==> config.mk <==
export PLATFORM = sky130hd
export DESIGN_NAME = seq_multiplier
export DESIGN_NICKNAME = d
export VERILOG_FILES = /design/src/rtl/mult_pkg.sv /design/src/rtl/mult_step.sv /design/src/rtl/seq_multiplier.sv
export SDC_FILE = /design/constraint.sdc
export NUM_CORES = 1
export LEC_CHECK = 0
export CAP_MARGIN = 10
export CORE_AREA = 2 2 78 80
export DETAILED_ROUTE_END_ITERATION = 10
export DIE_AREA = 0 0 80 82
export PLACE_DENSITY = 0.65
export RECOVER_POWER = 100
export SYNTH_ARGS = -nofsm -noshare
export SYNTH_HDL_FRONTEND = slang
export SYNTH_SLANG_ARGS = --single-unit
export TNS_END_PERCENT = 50
==> constraint.sdc <==
create_clock -name clk -period 4.4 [get_ports clk]
set_input_delay 0.88 -clock clk [delete_from_list [all_inputs] [get_ports clk]]
set_output_delay 0.88 -clock clk [all_outputs]
set_load 0.02 [all_outputs]
==> src/rtl/mult_pkg.sv <==
// Shared types and helpers for the sequential shift-and-add multiplier.
package mult_pkg;

    typedef enum logic [1:0] {
        IDLE = 2'd0,
        RUN  = 2'd1,
        DONE = 2'd2
    } state_t;

    localparam int N_DEFAULT = 8;
    localparam int CNT_W     = $clog2(N_DEFAULT);

    // Iteration counter width for an operand width n; never narrower than one bit.
    function automatic int cnt_width(input int n);
        return (n < 2) ? 1 : $clog2(n);
    endfunction

endpackage

==> src/rtl/mult_step.sv <==
// One shift-and-add iteration: conditional ripple-carry add into acc_hi, then shift {c, s, acc_lo} right by one.
module mult_step #(
    parameter int N = 8
) (
    input  logic [N-1:0] acc_hi,
    input  logic [N-1:0] acc_lo,
    input  logic [N-1:0] mcand,
    output logic [N-1:0] next_hi,
    output logic [N-1:0] next_lo
);

    logic [N-1:0] addend_s;
    logic [N-1:0] sum_s;
    logic [N:0]   carry_s;

    assign addend_s   = acc_lo[0] ? mcand : {N{1'b0}};
    assign carry_s[0] = 1'b0;

    for (genvar i = 0; i < N; i++) begin : g_fa
        assign sum_s[i]       = acc_hi[i] ^ addend_s[i] ^ carry_s[i];
        assign carry_s[i + 1] = (acc_hi[i] & addend_s[i]) |
                                (acc_hi[i] & carry_s[i]) |
                                (addend_s[i] & carry_s[i]);
    end

    // The carry-out becomes the new MSB of acc_hi so no product bit is lost.
    assign next_hi = {carry_s[N], sum_s[N-1:1]};
    assign next_lo = {sum_s[0], acc_lo[N-1:1]};

endmodule

==> src/rtl/seq_multiplier.sv <==
// Sequential unsigned multiplier: N iterations of mult_step under a start/busy/done handshake.
module seq_multiplier
    import mult_pkg::*;
#(
    parameter int N = 8
) (
    input  logic           clk,
    input  logic           rst_n,
    input  logic           start,
    input  logic [N-1:0]   a,
    input  logic [N-1:0]   b,
    output logic           busy,
    output logic           done,
    output logic [2*N-1:0] product
);

    localparam int            CW   = cnt_width(N);
    localparam logic [CW-1:0] LAST = CW'(N - 1);

    state_t           state_r;
    logic [N-1:0]     mcand_r;
    logic [N-1:0]     acc_hi_r;
    logic [N-1:0]     acc_lo_r;
    logic [CW-1:0]    cnt_r;
    logic             busy_r;
    logic             done_r;
    logic [2*N-1:0]   product_r;
    logic [N-1:0]     next_hi_s;
    logic [N-1:0]     next_lo_s;

    mult_step #(.N(N)) u_step (
        .acc_hi  (acc_hi_r),
        .acc_lo  (acc_lo_r),
        .mcand   (mcand_r),
        .next_hi (next_hi_s),
        .next_lo (next_lo_s)
    );

    // Control FSM, iteration counter, accumulator and registered outputs.
    always_ff @(posedge clk or negedge rst_n) begin
        if (!rst_n) begin
            state_r   <= IDLE;
            mcand_r   <= '0;
            acc_hi_r  <= '0;
            acc_lo_r  <= '0;
            cnt_r     <= '0;
            busy_r    <= 1'b0;
            done_r    <= 1'b0;
            product_r <= '0;
        end else begin
            case (state_r)
                IDLE: begin
                    done_r <= 1'b0;
                    if (start) begin
                        mcand_r  <= a;
                        acc_hi_r <= '0;
                        acc_lo_r <= b;
                        cnt_r    <= '0;
                        busy_r   <= 1'b1;
                        state_r  <= RUN;
                    end else begin
                        busy_r  <= 1'b0;
                        state_r <= IDLE;
                    end
                end
                RUN: begin
                    acc_hi_r <= next_hi_s;
                    acc_lo_r <= next_lo_s;
                    if (cnt_r == LAST) begin
                        cnt_r     <= '0;
                        busy_r    <= 1'b0;
                        done_r    <= 1'b1;
                        product_r <= {next_hi_s, next_lo_s};
                        state_r   <= DONE;
                    end else begin
                        cnt_r   <= cnt_r + 1'b1;
                        state_r <= RUN;
                    end
                end
                DONE: begin
                    done_r <= 1'b0;
                    // A start in the done cycle chains straight into the next run.
                    if (start) begin
                        mcand_r  <= a;
                        acc_hi_r <= '0;
                        acc_lo_r <= b;
                        cnt_r    <= '0;
                        busy_r   <= 1'b1;
                        state_r  <= RUN;
                    end else begin
                        busy_r  <= 1'b0;
                        state_r <= IDLE;
                    end
                end
                default: begin
                    busy_r  <= 1'b0;
                    done_r  <= 1'b0;
                    cnt_r   <= '0;
                    state_r <= IDLE;
                end
            endcase
        end
    end

    assign busy    = busy_r;
    assign done    = done_r;
    assign product = product_r;

endmodule
# Word level (Yosys, flattened, before mapping)
# Cells that the tools add are included.
# word_totals
latch_bits	0
mem_count	0
mem_bits_ro	0
ff_bits	47
inputBits	19
ramBits	0
wordCells	87
output_inout_bits	18
# op_classes
mux	16
div_mod_pow	0
n_addsub	1
n_eq_ne	5
order_cmp	0
shift	0
bitwise_logic	51
n_mul	0
reduce_logical	6
# ops
cell	count
one-hot mux 8 bit (2 select lines)	2
two-way mux 8 bit	3
bitwise AND 1 bit	22
XOR 1 bit	15
OR 1 bit	14
two-way mux 3 bit	2
one-hot mux 3 bit (2 select lines)	1
AND reduction 2 bit	3
two-way mux 1 bit	5
one-hot mux 2 bit (2 select lines)	1
adder 3 x 1 -> 3 bit (second input constant)	1
== test 3 bit (second input constant)	1
== test 2 x 1 -> 1 bit (second input constant)	1
== test 2 bit (second input constant)	1
logical NOT 2 bit	1
two-way mux 2 bit	1
inequality test 2 x 1 -> 1 bit (second input constant)	1
inequality test 2 bit (second input constant)	1
one-hot mux 1 bit (2 select lines)	1
nonzero test 2 bit	1
OR reduction 2 bit	1

# Logic depth before layout (Yosys ltp)
# Gate-level depths: netlist of the first run.
# logic_depth
depth_word	24
ltp_mapped	15
mapped_depth_nobuf	14

# Hierarchy
# From an unflattened synthesis of the first run, not the netlist that was laid out.
# unflattened
hier_cells	164
area_unflattened_um2	2342.2
# modules_own_cells
mod	cells_each	seq_area_each_um2	instances	area_each_um2
seq_multiplier	133	1176.1	1	2062.0
mult_step	31	0.0	1	280.3

# Worst setup path before layout of the first run
# OpenSTA, ideal clock, no wires.
# synth_timing
path_type	flip-flop to flip-flop
start	register acc_lo_r[0]
end	register acc_hi_r[6]
arrival_time_ps	3717
setup_ps	120
stages_incl_launch_ff	16
setup_slack_ps	563
period_less_slack_ps	3837
cell_sequence	dfrtp_1 > clkbuf_1 > and2_1 > ha_1 > inv_1 > fa_1 > inv_1 > fa_1 > inv_1 > fa_1 > fa_1 > fa_1 > fa_1 > fa_1 > nand2b_1 > a31o_1
# synth_via
elab_chain_len	22
elab_cells_between_ends	35
classes_between	2 x mux; 33 x bitwise
# synth_rtl
item	line_no	source
from (decl)	seq_multiplier.sv:23	logic [N-1:0] acc_lo_r;
from (signal assigned)	seq_multiplier.sv:68	acc_lo_r <= next_lo_s;
two-way mux 8 bit *	mult_step.sv:16	assign addend_s = acc_lo[0] ? mcand : {N{1'b0}};
bitwise AND 1 bit	mult_step.sv:21	assign carry_s[i + 1] = (acc_hi[i] & addend_s[i]) |
bitwise AND 1 bit	mult_step.sv:22	(acc_hi[i] & carry_s[i]) |
OR 1 bit	mult_step.sv:21	
OR 1 bit	mult_step.sv:22	
bitwise AND 1 bit	mult_step.sv:22	
OR 1 bit	mult_step.sv:21	
OR 1 bit	mult_step.sv:22	
[6 not listed]	-	
bitwise AND 1 bit	mult_step.sv:22	
OR 1 bit	mult_step.sv:21	
OR 1 bit	mult_step.sv:22	
bitwise AND 1 bit	mult_step.sv:22	
OR 1 bit	mult_step.sv:21	
OR 1 bit	mult_step.sv:22	
XOR 1 bit *	mult_step.sv:20	assign sum_s[i] = acc_hi[i] ^ addend_s[i] ^ carry_s[i];
one-hot mux 8 bit (2 select lines) *	seq_multiplier.sv:51	case (state_r)
to (signal assigned)	seq_multiplier.sv:67	acc_hi_r <= next_hi_s;
to (decl)	seq_multiplier.sv:22	logic [N-1:0] acc_hi_r;
# Every way passes the cells marked *; elsewhere a longest branch is shown, timed or not.
# A chain may end at the register's enable or synchronous reset.

# Final worst setup path of the first run
# Ends and elaborated chain as after synthesis.

==> impl_metrics.csv, run 1 <==
group,metric,value,unit
cts,clockBufferDepth,2,
routing,drc,0,
worst_setup_path,path_cells,"and2_0 -> ha_1 -> inv_1 -> fa_1 -> inv_1 -> fa_1 -> inv_1 -> fa_1 -> fa_1 -> fa_1 -> fa_1 -> fa_1 -> nand2b_1 -> a31o_1",
cells_and_area,layout.cells.non_filler,283,
sta,finClkSkew,6.60,ps
sta,hold_violations,0,
global_route,grt_pass1_wl,6840,um
floorplan,pin_count,37,
synthesis,yosys-top-cells-count,"dfrtp_1, mux2i_1, mux2_1",
synthesis,yosys_warnings,0,
sta,tightest_slew,2490,ps
min_path,hold_path_class,"reg -> reg",
worst_setup_path,worstSetupPathType,"reg -> reg",
synthesis,synth_top_area_cell,"dfrtp_1",
cts,cts_post_setup_buffers_inserted,0,
synthesis,synth_edf_count,0,
sta,min_period_over_period,90.5,%
worst_setup_path,ff2ff_path_depth,14,
synthesis,synth_nets,200,
worst_setup_path,crit_path_top_delay_cell,"dfrtp_1",
floorplan,dieWidth,80,um
min_path,hp-start,"busy$_DFFE_PN0N_",
pwr,power_density,695,nW/um2
cts,htreeDepth,2,
global_route,track_usage,13.9,%
outcome,status,"finished with violations",
routing,routed_via_density,4.87,
global_route,antenna_found_initial,0,
sta,timing.hold.ws,485,ps
sta,max_freq,251,MHz
worst_setup_path,slowest_delay,540,ps
cts,cts.sinks,47,
synthesis,yosysSeqAreaShare,51.8,%
floorplan,initial_utilization,39.5,%
global_route,grt_overflow_total,0,
synthesis,synth_top_area_share,51.8,%
placement,port_buffers,36,
min_path,min_path_cells,1,
synthesis,yosysMostFrequentCell,"dfrtp_1",
floorplan,die_y,82,um
worst_setup_path,crit_path_max_fanout,10,
worst_setup_path,critical_path_required,4590,ps
cts,cts_tree,"yes",
synthesis,yosysUniqueCellTypes,28,
synthesis,synthArstFlopShare,100,%
sta,relSlewSlack,-66.1,%
floorplan,std_cell_rows,28,
global_route,grt_pass1_vias,1368,
cells_and_area,antenna_cells,0,
min_path,whs_endpoint,"busy$_DFFE_PN0N_",
synthesis,synth-main-ff-cell,"dfrtp_1",
worst_setup_path,r2r-end,"acc_hi_r[6]$_DFFE_PN0P_",
cells_and_area,drive_gt1_share,4.33,%
placement,dp_slack,467,ps
cts,cts_buffers,5,
cts,cts_resized,0,
worst_setup_path,r2r_slack,420,ps
cts,worstSkewPairLatency,300,ps
cells_and_area,nNetsFinal,236,
synthesis,synth.area.top_cells,"dfrtp_1, mux2i_1, mux2_1",
synthesis,avgSynthCellArea,13.3,um2
cells_and_area,fillCellCount,546,
routing,drtIter0Drc,67,
routing,firstDrtPassIters,4,
routing,wire_per_inst,14.3,um
sta,slew_viol_final,48,
routing,routed_wirelength,4050,um
sta,setup-violations-final,0,
worst_setup_path,cp.arrival,4180,ps
sta,rsz0062_at_grt,"false",
placement,dp.cells,275,
cts,path_clk_slew,80,ps
worst_setup_path,r2r_start,"acc_lo_r[0]$_DFFE_PN0P_",
worst_setup_path,path_common_cell,"fa_1",
global_route,grt_max_degree,48,
sta,fin_tns_setup,0,ps
cts,cts_hold_buffers,0,
floorplan,core_area,5750,um2
pwr,ir_drop,0.000285,V
pwr,p_total,1.90,mW
cts,cts_root_buffer,"clkbuf_8",
sta,fin_crit,3980,ps
routing,vias,1377,
synthesis,ys_seq_elements,47,
sta,setup_slack,418,ps
placement,place_congestion,0.746,
worst_setup_path,crit_family,"adder cells",
pwr,p_leak,1.29,nW
routing,ant_nets,0,
placement,dp_hpwl,2740,um
worst_setup_path,cp-end-kind,"flip-flop",
cells_and_area,area_delta_synth_final,20.7,%
worst_setup_path,critical_path_buf_inv_count,3,
synthesis,netlist_area,2270,um2
synthesis,syn_inst,171,
outcome,failed_checks,"capacitance limit, slew limit",
worst_setup_path,start_kind,"flip-flop",
floorplan,dieArea,6560,um2
flow_run,maxCapViolCount,1,
## report_power, final
| group | leakage (nW) | switching [mW] | internal [mW] | total, mW |
|---|---|---|---|---|
| clock network | 0.0422 | 0.135 | 0.112 | 0.247 |
| registers | 0.582 | 0.170 | 0.640 | 0.810 |
| logic | 0.668 | 0.397 | 0.451 | 0.848 |
## state kept, by name, summed over array words and instances (netlist names)
signal	count
acc_hi_r	8
acc_lo_r	8
busy	1
cnt_r	3
done	1
mcand_r	8
product	16
state_r	2
## layout by cell type (no fill, tap or decap), types with 2 or more instances in the layout
cell,instances
dfrtp_1,47
mux2i_1,31
dlygate4sd3_1,19
mux2_1,17
inv_1,16
clkdlybuf4s50_1,16
nand2b_1,8
fa_1,7
nand2_1,6
clkbuf_8,5
clkbuf_1,4
nor3b_1,3
or3b_1,3
o31ai_1,3
a22o_1,3
ha_1,3
nor2b_1,2
a31o_1,2
a32o_1,2
mux2_2,2
## worst max-delay path by stage
| stage | startpoint | endpoint | slack, ps | cells after the start |
|---|---|---|---|---|
| 4_1_cts | acc_lo_r[0]$_DFFE_PN0P_ | acc_hi_r[6]$_DFFE_PN0P_ | 440 | 14 |
| 3_5_place_dp | acc_lo_r[0]$_DFFE_PN0P_ | acc_hi_r[6]$_DFFE_PN0P_ | 470 | 14 |
| 3_3_place_gp | acc_lo_r[0]$_DFFE_PN0P_ | acc_hi_r[6]$_DFFE_PN0P_ | 510 | 14 |
| 2_1_floorplan | acc_lo_r[0]$_DFFE_PN0P_ | acc_hi_r[6]$_DFFE_PN0P_ | 560 | 15 |
| 5_1_grt | acc_lo_r[0]$_DFFE_PN0P_ | acc_hi_r[6]$_DFFE_PN0P_ | 210 | 14 |
| 6_report | acc_lo_r[0]$_DFFE_PN0P_ | acc_hi_r[6]$_DFFE_PN0P_ | 420 | 14 |
## cells by family (layout without fill, tap and decap cells)
kind of cell / Yosys count / in the layout / synth area share (%)
muxes: 50 / 50 / 23.1
DFF: 47 / 47 / 51.8
and+or+nand+nor: 27 / 27 / 7.88
buffers and inverters: 25 / 62 / 4.91
AOI/OAI and AO/OA: 12 / 12 / 4.47
adders and majority gates: 10 / 10 / 7.83
## metrics by stage
stage	util (%)	area [um2]
global placement	46.6	2680
finish	47.7	2740
global route	47.7	2740
floorplan	-	2270
detailed placement	46.6	2680
CTS	48.0	2760
## final cells by class
class                      instances  area, um2  share of cell area [%]
clock buffer                       7       76.3                    2.79
clock inverter                     1       5.00                   0.183
inverter                          17       63.8                    2.33
multi-input combinational         99        967                    35.3
sequential                        47       1180                    42.9
tap                               75       93.8                    3.42
timing repair buffer              37        358                    13.1
## layer usage
metal	vias to the layer above	track usage (%)	routed length, um
met5	-	0	0
met4	0	5.59	76
met3	5	3.74	137
met2	27	20.6	1810
met1	686	19.3	2030
li1	659	-	-
Note: power is estimated with default switching activity, not from simulation.
==> inputs of run 2 (changes only) <==
--- a/config.mk
+++ b/config.mk
@@ -6,9 +6,9 @@
 export NUM_CORES = 1
 export LEC_CHECK = 0
 export CAP_MARGIN = 10
-export CORE_AREA = 2 2 78 80
+export CORE_AREA = 2 2 66 94
 export DETAILED_ROUTE_END_ITERATION = 10
-export DIE_AREA = 0 0 80 82
+export DIE_AREA = 0 0 68 96
 export PLACE_DENSITY = 0.65
 export RECOVER_POWER = 100
 export SYNTH_ARGS = -nofsm -noshare
==> run 2 against run 1 <==
  * The run still ends with capacitance limit, slew limit left
  * Hold slack lost 5.3 ps
  * Cell area shrank 0.37%
  * Critical path depth is the same
  * Non-clock buffer count shrank 1
  * Routed wire length grew 1.4%
  * Clock power is essentially flat
  * Sequential share of layout area grew 0.16 points
  * Sequential power is essentially flat
  * Core utilization grew 0.22 points
  * Register-to-register slack gained 30 ps
  * Critical path type unchanged
  * Largest power group unchanged
==> impl_metrics.csv, run 2 (synthesis gave the netlist of run 1 again) <==
group,metric,value,unit
outcome,status,"finished with violations",
outcome,failed_checks,"capacitance limit, slew limit",
pwr,ir_drop,0.000304,V
cells_and_area,largest_reg_flops,16,
floorplan,dieWidth,68,um
sta,min_period_over_period,89.8,%
cts,cts_hold_buffers,0,
cts,path_clk_slew,80,ps
routing,ant_nets,0,
sta,rsz0062_at_grt,"false",
worst_setup_path,crit_family,"adder cells",
pwr,p_total,1.91,mW
cts,cts_tree,"yes",
global_route,grt_pass1_vias,1445,
flow_run,maxCapViolCount,1,
sta,setup-violations-final,0,
sta,slew_viol_final,48,
floorplan,initial_utilization,39.8,%
cells_and_area,drive_gt1_share,4.35,%
routing,routed_via_density,4.97,
floorplan,std_cell_rows,33,
routing,wire_per_inst,14.8,um
sta,hold_violations,0,
worst_setup_path,critical_path_required,4590,ps
floorplan,die_y,96,um
global_route,track_usage,14.9,%
cells_and_area,layout_common_cells,"dfrtp_1, mux2i_1, dlygate4sd3_1",
cells_and_area,antenna_cells,0,
cts,clockBufferDepth,2,
sta,tightest_slew,2480,ps
global_route,grt_max_degree,48,
cts,cts_post_setup_buffers_inserted,0,
sta,fin_crit,3950,ps
worst_setup_path,cp.arrival,4140,ps
routing,drtIter0Drc,36,
worst_setup_path,path_cells,"and2_0 -> ha_1 -> inv_1 -> fa_1 -> inv_1 -> fa_1 -> inv_1 -> fa_1 -> fa_1 -> fa_1 -> fa_1 -> fa_1 -> nand2b_1 -> a31o_1",
worst_setup_path,crit_path_max_fanout,10,
cells_and_area,mostFrequentLayoutCell,"dfrtp_1",
worst_setup_path,path_common_cell,"fa_1",
worst_setup_path,worstSetupPathType,"reg -> reg",
global_route,grt_overflow_total,0,
cts,cts.sinks,47,
cts,cts_resized,0,
cells_and_area,area_delta_synth_final,20.3,%
sta,max_freq,253,MHz
pwr,p_leak,1.29,nW
floorplan,dieArea,6530,um2
sta,finClkSkew,5.74,ps
worst_setup_path,cp-end-kind,"flip-flop",
placement,dp_hpwl,2860,um
sta,relSlewSlack,-65.5,%
floorplan,pin_count,37,
min_path,hold_path_class,"reg -> reg",
routing,firstDrtPassIters,4,
worst_setup_path,crit_path_top_delay_cell,"fa_1",
sta,fin_tns_setup,0,ps
global_route,grt_pass1_wl,7150,um
worst_setup_path,critical_path_buf_inv_count,3,
cts,cts_buffers,5,
routing,drc,0,
cts,worstSkewPairLatency,300,ps
global_route,antenna_found_initial,0,
placement,port_buffers,36,
cells_and_area,fillCellCount,546,
routing,routed_wirelength,4110,um
worst_setup_path,slowest_delay,510,ps
cts,htreeDepth,2,
floorplan,core_area,5700,um2
cells_and_area,nNetsFinal,235,
pwr,power_density,701,nW/um2
routing,vias,1378,
worst_setup_path,start_kind,"flip-flop",
cts,cts_root_buffer,"clkbuf_8",
placement,place_congestion,0.781,
==> run 2: through the flow <==
| step | cell area (um2) | setup slack [ps] | std cells | utilization, % | hold WS, ps |
|---|---|---|---|---|---|
| global placement | 2670 | 554 | 269 | 46.8 | 463 |
| finish | 2730 | 449 | 277 | 47.9 | 480 |
| floorplan | 2270 | 563 | 171 | - | 450 |
| CTS | 2750 | 421 | 277 | 48.2 | 492 |
| detailed placement | 2670 | 444 | 269 | 46.8 | 474 |
| global route | 2730 | 219 | 277 | 47.9 | 516 |
==> run 2: power by group <==
group	internal, mW	leakage (nW)	switching, mW
Combinational	0.453	0.666	0.402
Sequential	0.640	0.582	0.168
Clock	0.112	0.0422	0.138
==> run 2: worst paths after layout <==
path	from	end	slack, ps	cells past startpoint
max	acc_lo_r[0]$_DFFE_PN0P_	acc_hi_r[6]$_DFFE_PN0P_	450	14
min	busy$_DFFE_PN0N_	busy$_DFFE_PN0N_	480	1
max reg2reg	acc_lo_r[0]$_DFFE_PN0P_	acc_hi_r[6]$_DFFE_PN0P_	450	14
min reg2reg	busy$_DFFE_PN0N_	busy$_DFFE_PN0N_	480	1
max in group asynchronous	rst_n	acc_hi_r[5]$_DFFE_PN0P_	1650	1
min in group asynchronous	rst_n	product[3]$_DFFE_PN0P_	1340	1
==> run 2: layout make-up <==
type                       instances  area [um2]  share of cell area (%)
clock inverter                     1        5.00                   0.183
multi-input combinational         99         967                    35.4
timing repair buffer              36         354                    13.0
inverter                          17        63.8                    2.34
sequential                        47        1180                    43.1
clock buffer                       7        76.3                    2.80
tap                               70        87.6                    3.21
==> run 2: worst reg2reg max path, cell delays in order, from the launching register on <==
cell and delay, ps:
dfrtp_1 500, and2_0 170, ha_1 130, inv_1 50, fa_1 370, inv_1 80
fa_1 160, inv_1 50, fa_1 380, fa_1 390, fa_1 400, fa_1 380
fa_1 510, nand2b_1 60, a31o_1 210
==> run 2: per-layer routing <==
metal / share of wire (%) / GRT usage (%)
met4: 1.8 / 5.50
met5: 0 / 0
met2: 52 / 23.9
met3: 3.9 / 3.74
met1: 42 / 19.4
==> inputs of run 3 (changes only) <==
==> constraint.sdc (replaced) <==
create_clock -name clk -period 5.07 [get_ports clk]
set_input_delay 1.014 -clock clk [delete_from_list [all_inputs] [get_ports clk]]
set_output_delay 1.014 -clock clk [all_outputs]
set_load 0.02 [all_outputs]
==> run 3 against run 2 <==
  * Sequential power fell by 13%
  * Die area did not move
  * The flow still finishes with violations (capacitance limit, slew limit)
  * Flip-flop and latch count unchanged
  * Critical path type unchanged
  * Cell area grew 1.3%
  * Fmax is essentially flat
  * Combinational power decreased by 13%
  * Cell count did not move
  * Core utilization increased by 0.64 points
==> impl_metrics.csv, run 3 (synthesis gave the netlist of run 1 again) <==
group,metric,value,unit
outcome,status,"finished with violations",
outcome,failed_checks,"capacitance limit, slew limit",
sta,rsz0062_at_grt,"false",
min_path,hold_path_class,"reg -> reg",
cells_and_area,fillCellCount,535,
pwr,power_density,626,nW/um2
worst_setup_path,cp.arrival,4140,ps
flow_run,maxCapViolCount,1,
cells_and_area,layout_common_cells,"dfrtp_1, mux2i_1, dlygate4sd3_1",
sta,relSlewSlack,-62.5,%
cts,cts.sinks,47,
floorplan,dieWidth,68,um
global_route,grt_max_degree,48,
routing,drc,0,
min_path,min_path_cells,1,
cts,cts_buffers,5,
cells_and_area,ff_latch_area,1180,um2
placement,dp_hpwl,2890,um
sta,finClkSkew,8.26,ps
worst_setup_path,cp-end-kind,"flip-flop",
cells_and_area,nNetsFinal,235,
sta,fin_crit,3950,ps
sta,slew_viol_final,48,
routing,ant_nets,0,
floorplan,dieArea,6530,um2
cells_and_area,drive_gt1_share,5.31,%
sta,fin_tns_setup,0,ps
global_route,antenna_found_initial,0,
cells_and_area,area_delta_synth_final,21.9,%
sta,tightest_slew,2440,ps
sta,setup-violations-final,0,
routing,routed_via_density,4.98,
cells_and_area,mostFrequentLayoutCell,"dfrtp_1",
routing,vias,1380,
routing,wire_per_inst,14.8,um
cells_and_area,multi_input_area,967,um2
sta,timing.hold.ws,485,ps
floorplan,initial_utilization,39.8,%
placement,port_buffers,36,
floorplan,std_cell_rows,33,
worst_setup_path,r2r_start,"acc_lo_r[0]$_DFFE_PN0P_",
worst_setup_path,critical_path_required,5260,ps
sta,hold_violations,0,
worst_setup_path,r2r_slack,1120,ps
placement,place_congestion,0.781,
worst_setup_path,ff2ff_path_depth,14,
routing,firstDrtPassIters,4,
global_route,grt_pass1_wl,7180,um
cts,cts_post_setup_buffers_inserted,0,
global_route,grt_pass1_vias,1465,
sta,min_period_over_period,78.0,%
pwr,p_total,1.73,mW
floorplan,core_area,5700,um2
cts,path_clk_slew,90,ps
cts,cts_hold_buffers,0,
pwr,p_leak,1.31,nW
routing,routed_wirelength,4110,um
sta,max_freq,253,MHz
pwr,ir_drop,0.000248,V
global_route,track_usage,14.8,%
cells_and_area,largest_reg_flops,16,
worst_setup_path,crit_path_max_fanout,10,
routing,drtIter0Drc,64,
global_route,grt_overflow_total,0,
cts,cts_tree,"yes",
min_path,whs_endpoint,"busy$_DFFE_PN0N_",
worst_setup_path,r2r-end,"acc_hi_r[6]$_DFFE_PN0P_",
cts,cts_root_buffer,"clkbuf_8",
cts,htreeDepth,2,
min_path,hp-start,"busy$_DFFE_PN0N_",
cts,clockBufferDepth,2,
cts,cts_resized,0,
cts,worstSkewPairLatency,300,ps
floorplan,pin_count,37,
worst_setup_path,start_kind,"flip-flop",
cells_and_area,antenna_cells,0,
worst_setup_path,worstSetupPathType,"reg -> reg",
floorplan,die_y,96,um
==> run 3: cell types whose count changed in the layout (fill, tap and decap cells not counted), sizes merged <==
cell	delta
bufinv	+1
clkbuf	-1
==> run 3: critical path, stage by stage (launching register included) <==
cell      delay [ps]
dfrtp_1          500
and2_0           170
ha_1             130
inv_1             50
fa_1             370
inv_1             80
fa_1             160
inv_1             50
fa_1             370
fa_1             390
fa_1             400
fa_1             380
fa_1             510
nand2b_1          60
a31o_1           210
==> run 3: power breakdown <==
part | internal [mW] | switching, mW | total, mW | leakage (nW)
Sequential | 0.555 | 0.146 | 0.702 | 0.582
Combinational | 0.393 | 0.350 | 0.743 | 0.666
Clock | 0.160 | 0.126 | 0.286 | 0.0612
Total | 1.11 | 0.623 | 1.73 | 1.31
==> run 3: final cells by class <==
cell class	count	area share, %
tap	70	3.17
clock inverter	2	1.27
inverter	17	2.31
timing repair buffer	36	12.8
multi-input combinational	99	35.0
sequential	47	42.5
clock buffer	6	2.99
==> run 3: how the worst max path moves through the flow <==
| stage | startpoint | to | slack [ps] |
|---|---|---|---|
| 3_5_place_dp | acc_lo_r[0]$_DFFE_PN0P_ | acc_hi_r[6]$_DFFE_PN0P_ | 1120 |
| 3_3_place_gp | acc_lo_r[0]$_DFFE_PN0P_ | acc_hi_r[6]$_DFFE_PN0P_ | 1220 |
| 4_1_cts | acc_lo_r[0]$_DFFE_PN0P_ | acc_hi_r[6]$_DFFE_PN0P_ | 1100 |
| 6_report | acc_lo_r[0]$_DFFE_PN0P_ | acc_hi_r[6]$_DFFE_PN0P_ | 1120 |
| 2_1_floorplan | acc_lo_r[0]$_DFFE_PN0P_ | acc_hi_r[6]$_DFFE_PN0P_ | 1230 |
| 5_1_grt | acc_lo_r[0]$_DFFE_PN0P_ | acc_hi_r[6]$_DFFE_PN0P_ | 910 |
==> run 3: through the flow <==
stage                     util [%]  worst slack [ps]  std cells  instance area (um2)
final                         48.6              1120        277                 2770
after floorplan                  -              1230        171                 2270
after global placement        46.8              1220        269                 2670
after CTS                     48.8              1100        277                 2780
after detailed placement      46.8              1120        269                 2670
after global routing          48.6               912        277                 2770
==> run 3: per-layer routing <==
layer  vias to the layer above  GRT usage (%)  wire, um
li1                        648              -         -
met1                       703           18.9      1720
met2                        23           23.9      2160
met3                         6           4.09       175
met4                         0           5.00        59
met5                         -              0         0
